[config.mk]
export PLATFORM = sky130hd
export DESIGN_NAME = sram_wb_ctrl
export DESIGN_NICKNAME = d
export VERILOG_FILES = /design/src/rtl/sram_wb_ctrl.sv
export SDC_FILE = /design/constraint.sdc
export NUM_CORES = 1
export LEC_CHECK = 0
export ABC_CLOCK_PERIOD_IN_PS = 3100
export CAP_MARGIN = 20
export CORE_AREA = 3 3 105 107
export DETAILED_ROUTE_END_ITERATION = 7
export DIE_AREA = 0 0 108 110
export GPL_ROUTABILITY_DRIVEN = 0
export GPL_TIMING_DRIVEN = 0
export PLACE_DENSITY = 0.93
export SYNTH_ARGS = -nofsm -noshare
export SYNTH_HDL_FRONTEND = slang
export SYNTH_SLANG_ARGS = --single-unit
export TNS_END_PERCENT = 5
[constraint.sdc]
create_clock -name wb_clk_i -period 3.1 [get_ports wb_clk_i]
set_input_delay 0.31 -clock wb_clk_i [delete_from_list [all_inputs] [get_ports wb_clk_i]]
set_output_delay 0.31 -clock wb_clk_i [all_outputs]
set_load 0.02 [all_outputs]
[src/rtl/sram_wb_ctrl.sv]
// rtl/sram_wb_ctrl.sv - Wishbone B4 classic slave driving a 64x512 OpenRAM single-port macro
//
// Maps a 4 KiB byte window onto the macro. Each 32-bit access is steered
// into one lane of a 64-bit macro word with a byte write mask. Every access
// follows the same sequence of clock edges:
//   edge N   : request accepted, macro inputs loaded        (IDLE/RESP -> ISSUE)
//   edge N+1 : macro captures its inputs, chip select drops (ISSUE -> WAIT)
//   edge N+2 : read data sampled, ack raised                (WAIT -> RESP)
//   edge N+3 : ack cleared, next request may be accepted    (RESP -> IDLE/ISSUE)
//
// Build option: define SRAM_CTRL_ERR_EN to answer accesses outside the
// window with a one-cycle wbs_err_o pulse and no macro cycle. Without it,
// wbs_err_o stays 0 and the window aliases across the whole address space.
//
// Ports:
//   wb_clk_i, wb_rst_n_i     clock (also the macro clk0) and async active-low reset
//   wbs_cyc_i, wbs_stb_i     bus cycle and strobe
//   wbs_we_i, wbs_sel_i      write enable and byte selects
//   wbs_adr_i, wbs_dat_i     byte address and write data
//   wbs_ack_o, wbs_err_o     acknowledge and error (never high together)
//   wbs_dat_o                read data, holds the last read value
//   sram_csb0, sram_web0     macro chip select and write enable, active low
//   sram_wmask0              macro byte write mask
//   sram_addr0, sram_din0    macro word address and write data
//   sram_dout0               macro read data
module sram_wb_ctrl #(
  parameter logic [31:0] BASE_ADDR = 32'h3000_0000,
  parameter int          SRAM_AW   = 9
) (
  input  logic               wb_clk_i,
  input  logic               wb_rst_n_i,
  input  logic               wbs_cyc_i,
  input  logic               wbs_stb_i,
  input  logic               wbs_we_i,
  input  logic [3:0]         wbs_sel_i,
  input  logic [31:0]        wbs_adr_i,
  input  logic [31:0]        wbs_dat_i,
  output logic               wbs_ack_o,
  output logic               wbs_err_o,
  output logic [31:0]        wbs_dat_o,
  output logic               sram_csb0,
  output logic               sram_web0,
  output logic [7:0]         sram_wmask0,
  output logic [SRAM_AW-1:0] sram_addr0,
  output logic [63:0]        sram_din0,
  input  logic [63:0]        sram_dout0
);

  localparam logic [1:0] ST_IDLE  = 2'd0;
  localparam logic [1:0] ST_ISSUE = 2'd1;
  localparam logic [1:0] ST_WAIT  = 2'd2;
  localparam logic [1:0] ST_RESP  = 2'd3;

  logic [1:0] state;
  logic       lane;
  logic       we_q;
  logic       req;
  logic       hit;
  logic [7:0] wmask_next;

  assign req = wbs_cyc_i & wbs_stb_i;

`ifdef SRAM_CTRL_ERR_EN
  assign hit = (wbs_adr_i[31:12] == BASE_ADDR[31:12]);
  logic unused_bits;
  assign unused_bits = &{1'b0, wbs_adr_i[1:0], BASE_ADDR[11:0]};
`else
  // Upper address bits are ignored: every request lands in the window.
  assign hit = 1'b1;
  logic unused_bits;
  assign unused_bits = &{1'b0, wbs_adr_i[31:SRAM_AW+3], wbs_adr_i[1:0], BASE_ADDR};
`endif

  // Address bit 2 selects the upper or lower 32-bit half of the macro word.
  always_comb begin
    wmask_next = 8'h00;
    if (wbs_we_i) begin
      wmask_next = wbs_adr_i[2] ? {wbs_sel_i, 4'b0000} : {4'b0000, wbs_sel_i};
    end
  end

  always_ff @(posedge wb_clk_i or negedge wb_rst_n_i) begin
    if (!wb_rst_n_i) begin
      state       <= ST_IDLE;
      lane        <= 1'b0;
      we_q        <= 1'b0;
      sram_csb0   <= 1'b1;
      sram_web0   <= 1'b1;
      sram_wmask0 <= 8'h00;
      sram_addr0  <= '0;
      sram_din0   <= 64'h0;
      wbs_ack_o   <= 1'b0;
      wbs_err_o   <= 1'b0;
      wbs_dat_o   <= 32'h0;
    end else begin
      case (state)
        // RESP behaves like IDLE apart from retiring the response, so a
        // strobe held into edge N+3 starts the next access without a gap.
        ST_IDLE, ST_RESP: begin
          wbs_ack_o <= 1'b0;
          wbs_err_o <= 1'b0;
          state     <= ST_IDLE;
          if (req && hit) begin
            sram_csb0   <= 1'b0;
            sram_web0   <= ~wbs_we_i;
            sram_wmask0 <= wmask_next;
            sram_addr0  <= wbs_adr_i[SRAM_AW+2:3];
            sram_din0   <= {wbs_dat_i, wbs_dat_i};
            lane        <= wbs_adr_i[2];
            we_q        <= wbs_we_i;
            state       <= ST_ISSUE;
          end else if (req) begin
            // Out-of-window request: no macro cycle, error pulse only.
            wbs_err_o <= 1'b1;
            state     <= ST_RESP;
          end
        end
        ST_ISSUE: begin
          // The macro has captured its inputs on this edge; release it so
          // it never sees a second cycle. addr0/din0 are left as they are.
          sram_csb0   <= 1'b1;
          sram_web0   <= 1'b1;
          sram_wmask0 <= 8'h00;
          state       <= ST_WAIT;
        end
        ST_WAIT: begin
          // The macro accessed its array at the negedge just gone.
          if (!we_q) begin
            wbs_dat_o <= lane ? sram_dout0[63:32] : sram_dout0[31:0];
          end
          // An abandoned cycle still completes in the macro but is not acked.
          wbs_ack_o <= wbs_cyc_i;
          state     <= ST_RESP;
        end
        default: begin
          state <= ST_IDLE;
        end
      endcase
    end
  end

endmodule

# Yosys cells after proc, flatten, opt, wreduce, memory -nomap -nowiden
# Cells that the tools add are included.
# word_totals
word_cells	36
input_bits	137
regBits	120
out_inout_bits	117
# op_classes
mux	12
bitwise	3
reduce_logical	7
n_eq_ne	4
# ops
operator	n
32-bit 2-to-1 mux	1
8-bit 2-to-1 mux	3
8-bit one-hot mux with 2 select lines	1
1-bit one-hot mux with 2 select lines	3
2-bit one-hot mux with 3 select lines	1
2-bit AND reduction	3
2-bit == test, second input constant	2
2-bit nonzero test	2
1-bit 2-to-1 mux	3
2-bit by 1-bit == test with 1-bit output, second input constant	1
2-bit zero test	1
2-bit inequality test, second input constant	1
1-bit inverter	2
2-bit OR reduction	1
1-bit AND	1

# Longest topological paths before layout
# Gate-level depths: netlist of the first run.
# depth
ltp_word	4
ltp_mapped	7
depth_no_buf	5

# Least setup slack after synthesis of the first run
# No wires, ideal clock.
# synth_path
kind	flip-flop to flip-flop
from	register state[0]
to	register sram_wmask0[0]
t_arrival_ns	1.472
setup_time_ns	0.125
slack_ns	1.503
required_time_ns	2.975
path_buffers	1
synth_period_minus_slack_ns	1.597
stages_incl_launch_ff	7
cell_sequence	dfrtp_1 > inv_1 > ha_1 > nand3_2 > buf_6 > o21ai_4 > mux2_2
# synth_between
elab_chain_cells	4
word_cells_on_any_way	8
cone_classes	eq/ne: 3; mux: 1; reduce/logical: 4
# synth_rtl
item	line_no	source
start: declaration	54	logic [1:0] state;
start signal: assignment	84	state <= ST_IDLE;
start signal: assignment	102	state <= ST_IDLE;
start signal: assignment	111	state <= ST_ISSUE;
2-bit == test / 2-bit zero test (equally long branches)	96	case (state)
2-bit OR reduction	96	
2-bit inequality test (no line) / 2-bit nonzero test (equally long branches)	--	
2-bit AND reduction (no line)	--	
end signal: assignment	106	sram_wmask0 <= wmask_next;
end: declaration	43	output logic [7:0] sram_wmask0,
# Parallel ways exist; a longest one is shown, timed or not.
# A chain may end at the register's enable or synchronous reset.

# Final worst setup path of the first run
# layout_path
from	register sram_csb0
to	output sram_csb0
# layout_rtl
item	line_no	source
start: declaration	41	output logic sram_csb0,
start signal: assignment	87	sram_csb0 <= 1'b1;
start signal: assignment	104	sram_csb0 <= 1'b0;
start signal: assignment	121	sram_csb0 <= 1'b1;
# No word-level cell between the ends.

==> metrics.txt, run 1 <==
drt via density about 4.6; Peak VDD IR about 0.59 mV; slew margin rel. 0.611; via count 3253; Met3 Wirelength roughly 760 um; Switch Pwr between 2000 and 3000 uW; Initial DRC Count 101; Main synth FF type dfrtp_1; Avg Cell Area, Syn about 13 um2; layout cell share with drive strength beyond 1 0.202; Critical Path End Type output pin; yosys warns 0; met2 wire length roughly 6600 um; Num CTS Buffers 9; final setup fails 0; wire per inst roughly 17 um; clk sinks around 90; Die H between 100 and 150 um; Final Cell Area about 0.0068 mm2; min Tclk post-route approximately 1.8 ns; Area after DPL between 0.006 and 0.007 mm2; endpoints failing hold 0; Nets 700; H-tree depth 3; Worst EP arrival around 1.5 ns; Worst R2R Path Depth 6; met1 wire length ~4200 um; Clock power frac 0.114; leak pwr around 0.0031 uW; pin count of the biggest net entering global routing 47; Synth async-reset ratio 1.00; WP data required 2.79 ns; max-slew violations 0; clock-pin slew on the worst setup and hold paths around 0.090 ns; TritonCTS clock tree yes; GRT overflow 0; DRC 0; initial antenna violation count 0; DRT antenna net count 0; critical path fanouts, max 2; 1st-pass router iterations 4; f_max 545 MHz; hold path depth 2; Worst Skew 0.0153 ns; die area 0.0119 mm2; cell with the most instances after synthesis dfrtp_1; Skew-Pair Late Insertion Delay approximately 0.34 ns; fraction of the cycle the final worst path needs 0.591; Synth top cells by count dfrtp_1 (86), buf_4 (35), nand2_1 (35); CP max stage delay around 0.64 ns; Top Layer Used met4; PostCTS Resize Cnt 0; CP top delay family buffers and inverters; syn_nets roughly 460; starting density of the core 0.394; chip width 108 um; HPWL after DPL 9530 um; Distinct cells, synth 20; WL final between 10000 and 15000 um; r2r setup slk around 1.3 ns; Worst Tran Pin Value about 0.6 ns; top-area cell type share of the netlist area 0.534; pwr dens 1110 mW/mm2; status finished, final reports clean; Max Cap Violations 0; Internal 4620 uW; top post-synthesis cells by area dfrtp_1 (53%), mux2_4 (10%), mux2i_1 (8.0%); Area Overhead vs Synth 67.6%; Cell Area, Synth slightly above 0.004 mm2; setup TNS 0 ns; hold_sp wbs_dat_o[1]$_DFFE_PN0P_; CP Launch Type flip-flop; Crit-path slowest cell clkdlybuf4s50_1; Reg power frac 0.283; Worst R2R End sram_din0[43]$_DFFE_PN0P_; synthesis-stage register bit count 88; critical path class reg -> out; FP Rows 37; synthesized instance count roughly 320; global-route wire length before repair 17600 um; PortBufs 230; total track usage 0.191; CP Cell Sequence clkdlybuf4s50_1; core footprint between 0.01 and 0.015 mm2; area leader, netlist dfrtp_1; vias in the first global route ~3.4k; WP buf/inv 1; setup repair after global routing missed its margin false; deepest clock path buffer count 2; switching share of power 0.386; Hold EP wbs_dat_o[1]$_DFFE_PN0P_; number of synthesized flops with an enable pin 0; clock root buffer clkbuf_8; r2r startpoint state[0]$_DFF_PN0_; register area share after synthesis 0.547; worst hold-check path type reg -> reg; number of placed I/O pins about 250; Comb pwr share 0.603; # diodes 0
## stage by stage
step	instances	total power, uW	worst slack, ns	hold WS (ns)	utilization
floorplan	317	4600	1.50	0.0144	-
detailed placement	684	6720	1.35	0.351	0.638
CTS	701	7600	1.25	0.491	0.660
global placement	683	6520	-1.40	0.465	0.635
global route	701	7940	1.23	0.513	0.660
finish	701	7520	1.27	0.483	0.660
## flip-flops by register name, summed over array words and instances, names as in the netlist
name         cells
lane             1
sram_addr0       9
sram_csb0        1
sram_din0       32
sram_web0        1
sram_wmask0      8
state            2
wbs_ack_o        1
wbs_dat_o       32
we_q             1
## cells in the final DEF (no fill, tap or decap), drive strengths merged, types with 2 or more instances in the layout
cell | Yosys | final
buf | 43 | 45
nor2 | 9 | 9
dfstp | 2 | 2
clkbuf | 6 | 17
mux2i | 32 | 32
clkinvlp | 0 | 2
nand2 | 35 | 35
nand2b | 6 | 6
dfrtp | 86 | 86
bufinv | 0 | 2
inv | 5 | 5
clkdlybuf4s50 | 0 | 229
mux2 | 51 | 51
o21ai | 35 | 35
ha | 3 | 3
## power by group through the flow
stage / clock network (uW) / logic, uW / registers (uW)
6_report: 859 / 4530 / 2130
5_1_grt: 937 / 4790 / 2210
4_1_cts: 883 / 4580 / 2140
3_5_place_dp: 0 / 4570 / 2150
3_3_place_gp: 0 / 4430 / 2090
2_1_floorplan: 0 / 1830 / 2770
## how the worst max path moves through the flow
| stage | from | end | cells past startpoint |
|---|---|---|---|
| CTS | sram_csb0$_DFFE_PN1P_ | sram_csb0 | 1 |
| floorplan | state[0]$_DFF_PN0_ | sram_wmask0[0]$_DFFE_PN0P_ | 6 |
| global route | sram_csb0$_DFFE_PN1P_ | sram_csb0 | 1 |
| finish | sram_csb0$_DFFE_PN1P_ | sram_csb0 | 1 |
| detailed placement | state[0]$_DFF_PN0_ | sram_wmask0[1]$_DFFE_PN0P_ | 6 |
| global placement | wb_rst_n_i | wbs_dat_o[11]$_DFFE_PN0P_ | 1 |
## worst min-delay path, cell delays in order (launching register included)
cell and delay, ns:
dfrtp_1 0.34, nand2_1 0.04, o21ai_0 0.06
## final cells by class
| cell class | count | area (um2) |
|---|---|---|
| clock inverters | 5 | 83.8 |
| well taps | 136 | 170 |
| inverters | 5 | 18.8 |
| multi-input cells | 175 | 1450 |
| flip-flops and latches | 88 | 2200 |
| fillers | 763 | 3480 |
| plain buffers | 49 | 350 |
| repair buffers | 232 | 2340 |
| clock buffers | 11 | 131 |
## cell families after synthesis
logic type | after synthesis | synth area share
DFF | 88 | 0.547
muxes | 83 | 0.247
buffers and inverters | 54 | 0.0916
and+or+nand+nor | 51 | 0.0528
AOI/OAI and AO/OA | 37 | 0.0506
adders and majority gates | 3 | 0.00932
other | 1 | 0.000931
## repair_timing
item	in CTS	in global routing
setup buffers	0	0
hold buffers	1	0
endpoints found under the hold margin	40	0
endpoints found under the setup margin	0	0
## metal layers
| metal | up-vias | track usage |
|---|---|---|
| li1 | 1521 | - |
| met1 | 1589 | 0.215 |
| met2 | 126 | 0.356 |
| met3 | 17 | 0.0425 |
| met4 | 0 | 0.0649 |
| met5 | - | 0 |
Note: power is estimated with default switching activity, not from simulation.
==> run 2: changes to the inputs <==
Settings changed: ABC_CLOCK_PERIOD_IN_PS 3100 to 1700, CORE_AREA 3 3 105 107 to 3 3 109 111, DIE_AREA 0 0 108 110 to 0 0 112 114, PLACE_DENSITY 0.93 to 0.88.
Clock period 3.1 ns to 1.7 ns, I/O delays scaled along.
==> run 2 against run 1 <==
  * Power is 81% higher
  * Combinational power is 82% higher
  * Count of clock-buffer cells in the layout stayed put
  * Global-route usage is 1.1 points lower
  * Worst hold slack worse by 0.12 ns
  * Die area is 7.5% higher
  * Sequential share of layout area is 0.085 points lower
  * Critical endpoint is now sram_din0[43]
  * Largest cell class unchanged
==> metrics.txt, run 2 (synthesis results as in run 1) <==
status finished, final reports clean; clock-pin slew on the worst setup and hold paths 0.08 ns (about the same); Die H 114 um (+3.6%); worst hold-check path type in -> async; FP Rows 38 (+2.7%); starting density of the core 0.370 (-0.0238); Initial DRC Count 90 (-11%); pre-CTS WS -0.0342 ns (-1.38 ns); clock root buffer clkbuf_8; Peak VDD IR 1.09 mV (+85%); # diodes 0 (unchanged); GRT overflow 0 (unchanged); Switch Pwr 5190 uW (+79%); critical path fanouts, max 3 (+1); DRC 0 (unchanged); total track usage 0.180 (-0.0112); core footprint 0.0109 mm2 (+6.4%); PortBufs 230 (unchanged); Comb pwr share 0.605 (+0.002); Skew-Pair Late Insertion Delay 0.34 ns (about the same); setup repair after global routing missed its margin true; Internal 8450 uW (+83%); leak pwr 0.00309 uW (+0.95%); Final Util 0.622 (-0.0382); most frequent cells in the layout clkdlybuf4s50_1 (226), dfrtp_1 (86), buf_4 (38); Reg power frac 0.285 (+0.002); chip width 112 um (+3.7%); number of placed I/O pins 254 (unchanged); Worst Skew 0.0125 ns (-0.00279 ns); CP Launch Type flip-flop; Worst Tran Pin Value 0.526 ns (-0.0573 ns); switching share of power 0.381 (-0.00536); Clock power frac 0.110 (-0.004); f_max around 610 MHz; vias in the first global route 3579 (+6.0%); WL final 11400 um (-3.6%); wire per inst 16.1 um (-4.1%); clk sinks 88 (unchanged); die area 0.0128 mm2 (+7.5%); endpoints failing hold 0 (unchanged); Max Cap Violations 0 (unchanged); TritonCTS clock tree yes; Worst EP arrival 1.46 ns (-0.06 ns); slew margin rel. 0.649 (+0.0382); HPWL after DPL 9060 um (-5.0%); post-route setup slack 0.0692 ns (-1.20 ns); min Tclk post-route around 1.6 ns; drt via density 4.59 (-1.1%); global-route wire length before repair 18200 um (+3.3%); pin count of the biggest net entering global routing 50 (+6.4%); DRT antenna net count 0 (unchanged); Area Overhead vs Synth 68.0%; 1st-pass router iterations 4 (unchanged); Num CTS Buffers 9 (unchanged); max-slew violations 0 (unchanged); initial antenna violation count 0 (unchanged); H-tree depth 3 (unchanged); Nets 701 (+0.14%); layout cell share with drive strength beyond 1 0.211 (+0.00885); pwr dens 2020 mW/mm2 (+81%); Fillers 861 (+13%); via count 3237 (-0.49%); fraction of the cycle the final worst path needs 0.959; most common cell after layout, fill and taps aside clkdlybuf4s50_1; biggest regs sram_din0: 32 flops, wbs_dat_o: 32 flops, sram_addr0: 9 flops; critical path class reg -> out; Critical Path End Type output pin; WP data required 1.53 ns (-1.26 ns); deepest clock path buffer count 2 (unchanged); final setup fails 0 (unchanged)
-- run 2: cell types whose count changed in the layout (fill, tap and decap cells not counted) --
| cell | previous run | this run |
|---|---|---|
| clkbuf_1 | 8 | 5 |
| clkbuf_2 | 0 | 3 |
| clkinv_4 | 1 | 0 |
| clkdlybuf4s50_1 | 229 | 226 |
| ha_1 | 3 | 2 |
| clkinv_2 | 0 | 2 |
| dlymetal6s2s_1 | 0 | 2 |
| clkinvlp_4 | 2 | 0 |
| ha_4 | 0 | 1 |
| buf_4 | 36 | 38 |
-- run 2: power groups by stage --
stage / Sequential (uW) / Clock, uW / Combinational, uW
2_1_floorplan: 5040 / 0 / 3340
3_3_place_gp: 3860 / 0 / 8080
3_5_place_dp: 3920 / 0 / 8290
4_1_cts: 3900 / 1570 / 8380
5_1_grt: 4040 / 1670 / 8760
6_report: 3890 / 1500 / 8260
-- run 2: layout make-up --
cell class	instances	area, um2	share of cell area
timing repair buffer	233	2350	0.347
sequential	88	2200	0.326
multi-input combinational	175	1470	0.217
buffer	49	354	0.0523
tap	140	175	0.0259
clock buffer	11	131	0.0194
clock inverter	4	70.1	0.0104
inverter	5	18.8	0.00277
-- run 2: final timing paths --
check	start	to	slack [ns]	cells after the start
setup / recovery	sram_din0[43]$_DFFE_PN0P_	sram_din0[43]	0.07	2
hold / removal	wb_rst_n_i	sram_din0[45]$_DFFE_PN0P_	0.36	2
setup reg to reg	state[0]$_DFF_PN0_	sram_wmask0[6]$_DFFE_PN0P_	0.07	6
hold reg to reg	wbs_dat_o[31]$_DFFE_PN0P_	wbs_dat_o[31]$_DFFE_PN0P_	0.49	2
max in group asynchronous	wb_rst_n_i	sram_web0$_DFFE_PN1P_	0.66	3
min in group wb_clk_i	wbs_adr_i[3]	sram_addr0[0]$_DFFE_PN0P_	0.43	2
-- run 2: metal layers --
| layer | up-vias | share of wire | global-route usage |
|---|---|---|---|
| met5 | - | 0 | 0 |
| li1 | 1518 | - | - |
| met3 | 17 | 0.072 | 0.0493 |
| met2 | 132 | 0.54 | 0.334 |
| met1 | 1570 | 0.37 | 0.197 |
| met4 | 0 | 0.015 | 0.0633 |
-- run 2: worst max-delay path, stage by stage (launching register included) --
cell,delay (ns)
dfrtp_1,0.41
buf_4,0.13
clkdlybuf4s50_1,0.59
-- run 2: what timing repair did --
| action | 4_1_cts | 5_1_grt |
|---|---|---|
| resized for setup | 2 | 9 |
| hold endpoints to repair | 39 | 0 |
| cloned | 0 | 0 |
| buffers inserted | 1 | 0 |
| hold buffers | 1 | 0 |
| endpoints found under the setup margin | 33 | 23 |
-- run 2: through the flow --
stage | total power, uW | instances | hold WS [ns] | instance area (um2) | TNS [ns]
CTS | 13900 | 705 | 0.350 | 6760 | 0
global placement | 11900 | 687 | 0.464 | 6500 | -231.26
global route | 14500 | 705 | 0.383 | 6770 | -0.134
finish | 13600 | 705 | 0.362 | 6770 | 0
floorplan | 8380 | 317 | -0.126 | 4030 | 0
detailed placement | 12200 | 688 | 0.180 | 6530 | -0.338
==> run 3: changes to the inputs <==
Settings changed: PLACE_DENSITY 0.88 to not set, PLACE_DENSITY_LB_ADDON set to 0.08.
==> run 3 against run 2 <==
  * Worst setup slack improved by 0.0049 ns
  * Worst hold slack got worse by 0.10 ns
  * Via count shrank 2.5%
  * Flip-flop and latch count unchanged
  * Sequential share of layout area fell by 0.17 points
  * Largest cell class unchanged
  * Count of clock-buffer cells in the layout up 2
  * Register-to-register slack about the same
  * Design area increased by 0.52%
==> metrics.txt, run 3 (synthesis results as in run 1) <==
Die H 114 um (unchanged); global-route wire length before repair 17500 um (-3.6%); met2 wire length 5470 um (-11%); total track usage 0.171 (-0.00881); leak pwr 0.00310 uW (+0.23%); Peak VDD IR 1.19 mV (+9.1%); CP Cell Sequence inv_1 -> ha_4 -> nand3_2 -> buf_6 -> o21ai_2 -> mux2_2; setup repair after global routing missed its margin false; CP max stage delay 0.38 ns (-0.21 ns); GRT overflow 0 (unchanged); clock-pin slew on the worst setup and hold paths 0.08 ns (about the same); f_max 615 MHz (+0.30%); layout cell share with drive strength beyond 1 0.206 (-0.00463); Top Layer Used met4; register area 0.00220 mm2 (unchanged); critical path class reg -> reg; Area after DPL 0.00653 mm2 (unchanged); CP top delay family flip-flops; WP data required 1.92 ns (+0.39 ns); DRC 0 (unchanged); Worst Skew 0.00420 ns (-0.00826 ns); WL final 10900 um (-4.1%); starting density of the core 0.370 (unchanged); Worst EP arrival 1.85 ns (+0.39 ns); biggest regs sram_din0: 32 flops, wbs_dat_o: 32 flops, sram_addr0: 9 flops; Nets 703 (+0.29%); drt via density 4.46 (-2.9%); Num CTS Buffers 9 (unchanged); pwr dens 2010 mW/mm2 (-0.39%); chip width 112 um (unchanged); deepest clock path buffer count 2 (unchanged); Fillers 893 (+3.7%); DRT antenna net count 0 (unchanged); CP Launch Type flip-flop; multi-input logic area 0.00148 mm2 (+0.60%); Initial DRC Count 107 (+19%); Skew-Pair Late Insertion Delay 0.33 ns (about the same); Finished Layout Cells 708 (+0.43%); vias in the first global route 3338 (-6.7%); clk sinks 88 (unchanged); Critical Path End Type flip-flop; wire per inst 15.4 um (-4.5%); final setup fails 0 (unchanged); core footprint 0.0109 mm2 (unchanged); Max Cap Violations 0 (unchanged); via count 3157 (-2.5%); die area 0.0128 mm2 (unchanged); endpoints failing hold 0 (unchanged); number of placed I/O pins 254 (unchanged); WP buf/inv 2 (unchanged); pin count of the biggest net entering global routing 69 (+38%); H-tree depth 3 (unchanged); placed insts 688 (unchanged); WHS 0.260 ns (-0.102 ns); Final Cell Area 0.00680 mm2 (+0.52%); max-slew violations 0 (unchanged); HPWL after DPL 8600 um (-5.1%); # diodes 0 (unchanged); PortBufs 230 (unchanged); most frequent cells in the layout clkdlybuf4s50_1 (227), dfrtp_1 (86), buf_4 (38); Met3 Wirelength 811 um (-0.86%); Area Overhead vs Synth 68.9%; min Tclk post-route 1.63 ns (-0.00487 ns); most common cell after layout, fill and taps aside clkdlybuf4s50_1; critical path fanouts, max 11 (+8); fraction of the cycle the final worst path needs 0.956 (-0.00287); clock root buffer clkbuf_8; TritonCTS clock tree yes; 1st-pass router iterations 4 (unchanged); status finished, final reports clean; Crit-path slowest cell dfrtp_1; worst hold-check path type in -> async; met1 wire length 4550 um (+8.0%); FP Rows 38 (unchanged); initial antenna violation count 0 (unchanged)
## run 3: worst register-to-register path, delay by kind of cell, from the launching register on
family,cells,cell delay (ns)
AOI/OAI and AO/OA,1,0.13
adders and majority gates,1,0.31
buffers and inverters,2,0.25
DFF,1,0.38
muxes,1,0.36
and+or+nand+nor,1,0.09
## run 3: what timing repair did
action / CTS / global route
gates cloned: 0 / 1
gates resized for setup: 1 / 4
hold buffers: 1 / 0
endpoints found under the setup margin: 32 / 22
setup buffers: 0 / 2
hold endpoints to repair: 20 / 0
## run 3: report_power, final
group          internal [uW]  total [uW]  switching, uW  leakage (uW)
Sequential              3180        3840            660       0.00107
Combinational           4480        8270           3790       0.00192
Clock                    869        1560            687      0.000108
## run 3: layout make-up
cell class / instances / share of cell area
timing repair buffer: 234 / 0.347
sequential: 88 / 0.324
multi-input combinational: 176 / 0.217
buffer: 49 / 0.0526
tap: 140 / 0.0257
clock buffer: 13 / 0.0219
clock inverter: 3 / 0.00956
inverter: 5 / 0.00276
## run 3: final timing paths
| kind | startpoint | to | cells past startpoint | slack, ns |
|---|---|---|---|---|
| min in group wb_clk_i | wbs_cyc_i | wbs_ack_o$_DFFE_PN0P_ | 3 | 0.44 |
| hold reg to reg | wbs_dat_o[23]$_DFFE_PN0P_ | wbs_dat_o[23]$_DFFE_PN0P_ | 2 | 0.48 |
| setup reg to reg | state[0]$_DFF_PN0_ | sram_wmask0[6]$_DFFE_PN0P_ | 6 | 0.07 |
| max in group asynchronous | wb_rst_n_i | sram_web0$_DFFE_PN1P_ | 3 | 0.77 |
| hold / removal | wb_rst_n_i | wbs_dat_o[17]$_DFFE_PN0P_ | 2 | 0.26 |
| setup / recovery | state[0]$_DFF_PN0_ | sram_wmask0[6]$_DFFE_PN0P_ | 6 | 0.07 |
## run 3: per-stage QoR
| stage | total power (uW) | util | worst slack (ns) | TNS, ns |
|---|---|---|---|---|
| floorplan | 8380 | - | 0.103 | 0 |
| global placement | 12000 | 0.597 | -2.82 | -245.34 |
| detailed placement | 12100 | 0.600 | -0.0250 | -0.138 |
| CTS | 13800 | 0.621 | 0.00661 | 0 |
| global route | 14500 | 0.625 | 0.000948 | 0 |
| finish | 13700 | 0.625 | 0.0741 | 0 |
## run 3: per-layer routing
| metal | global-route usage | vias to the layer above |
|---|---|---|
| li1 | - | 1525 |
| met2 | 0.291 | 122 |
| met5 | 0 | - |
| met3 | 0.0424 | 8 |
| met1 | 0.220 | 1502 |
| met4 | 0.0449 | 0 |
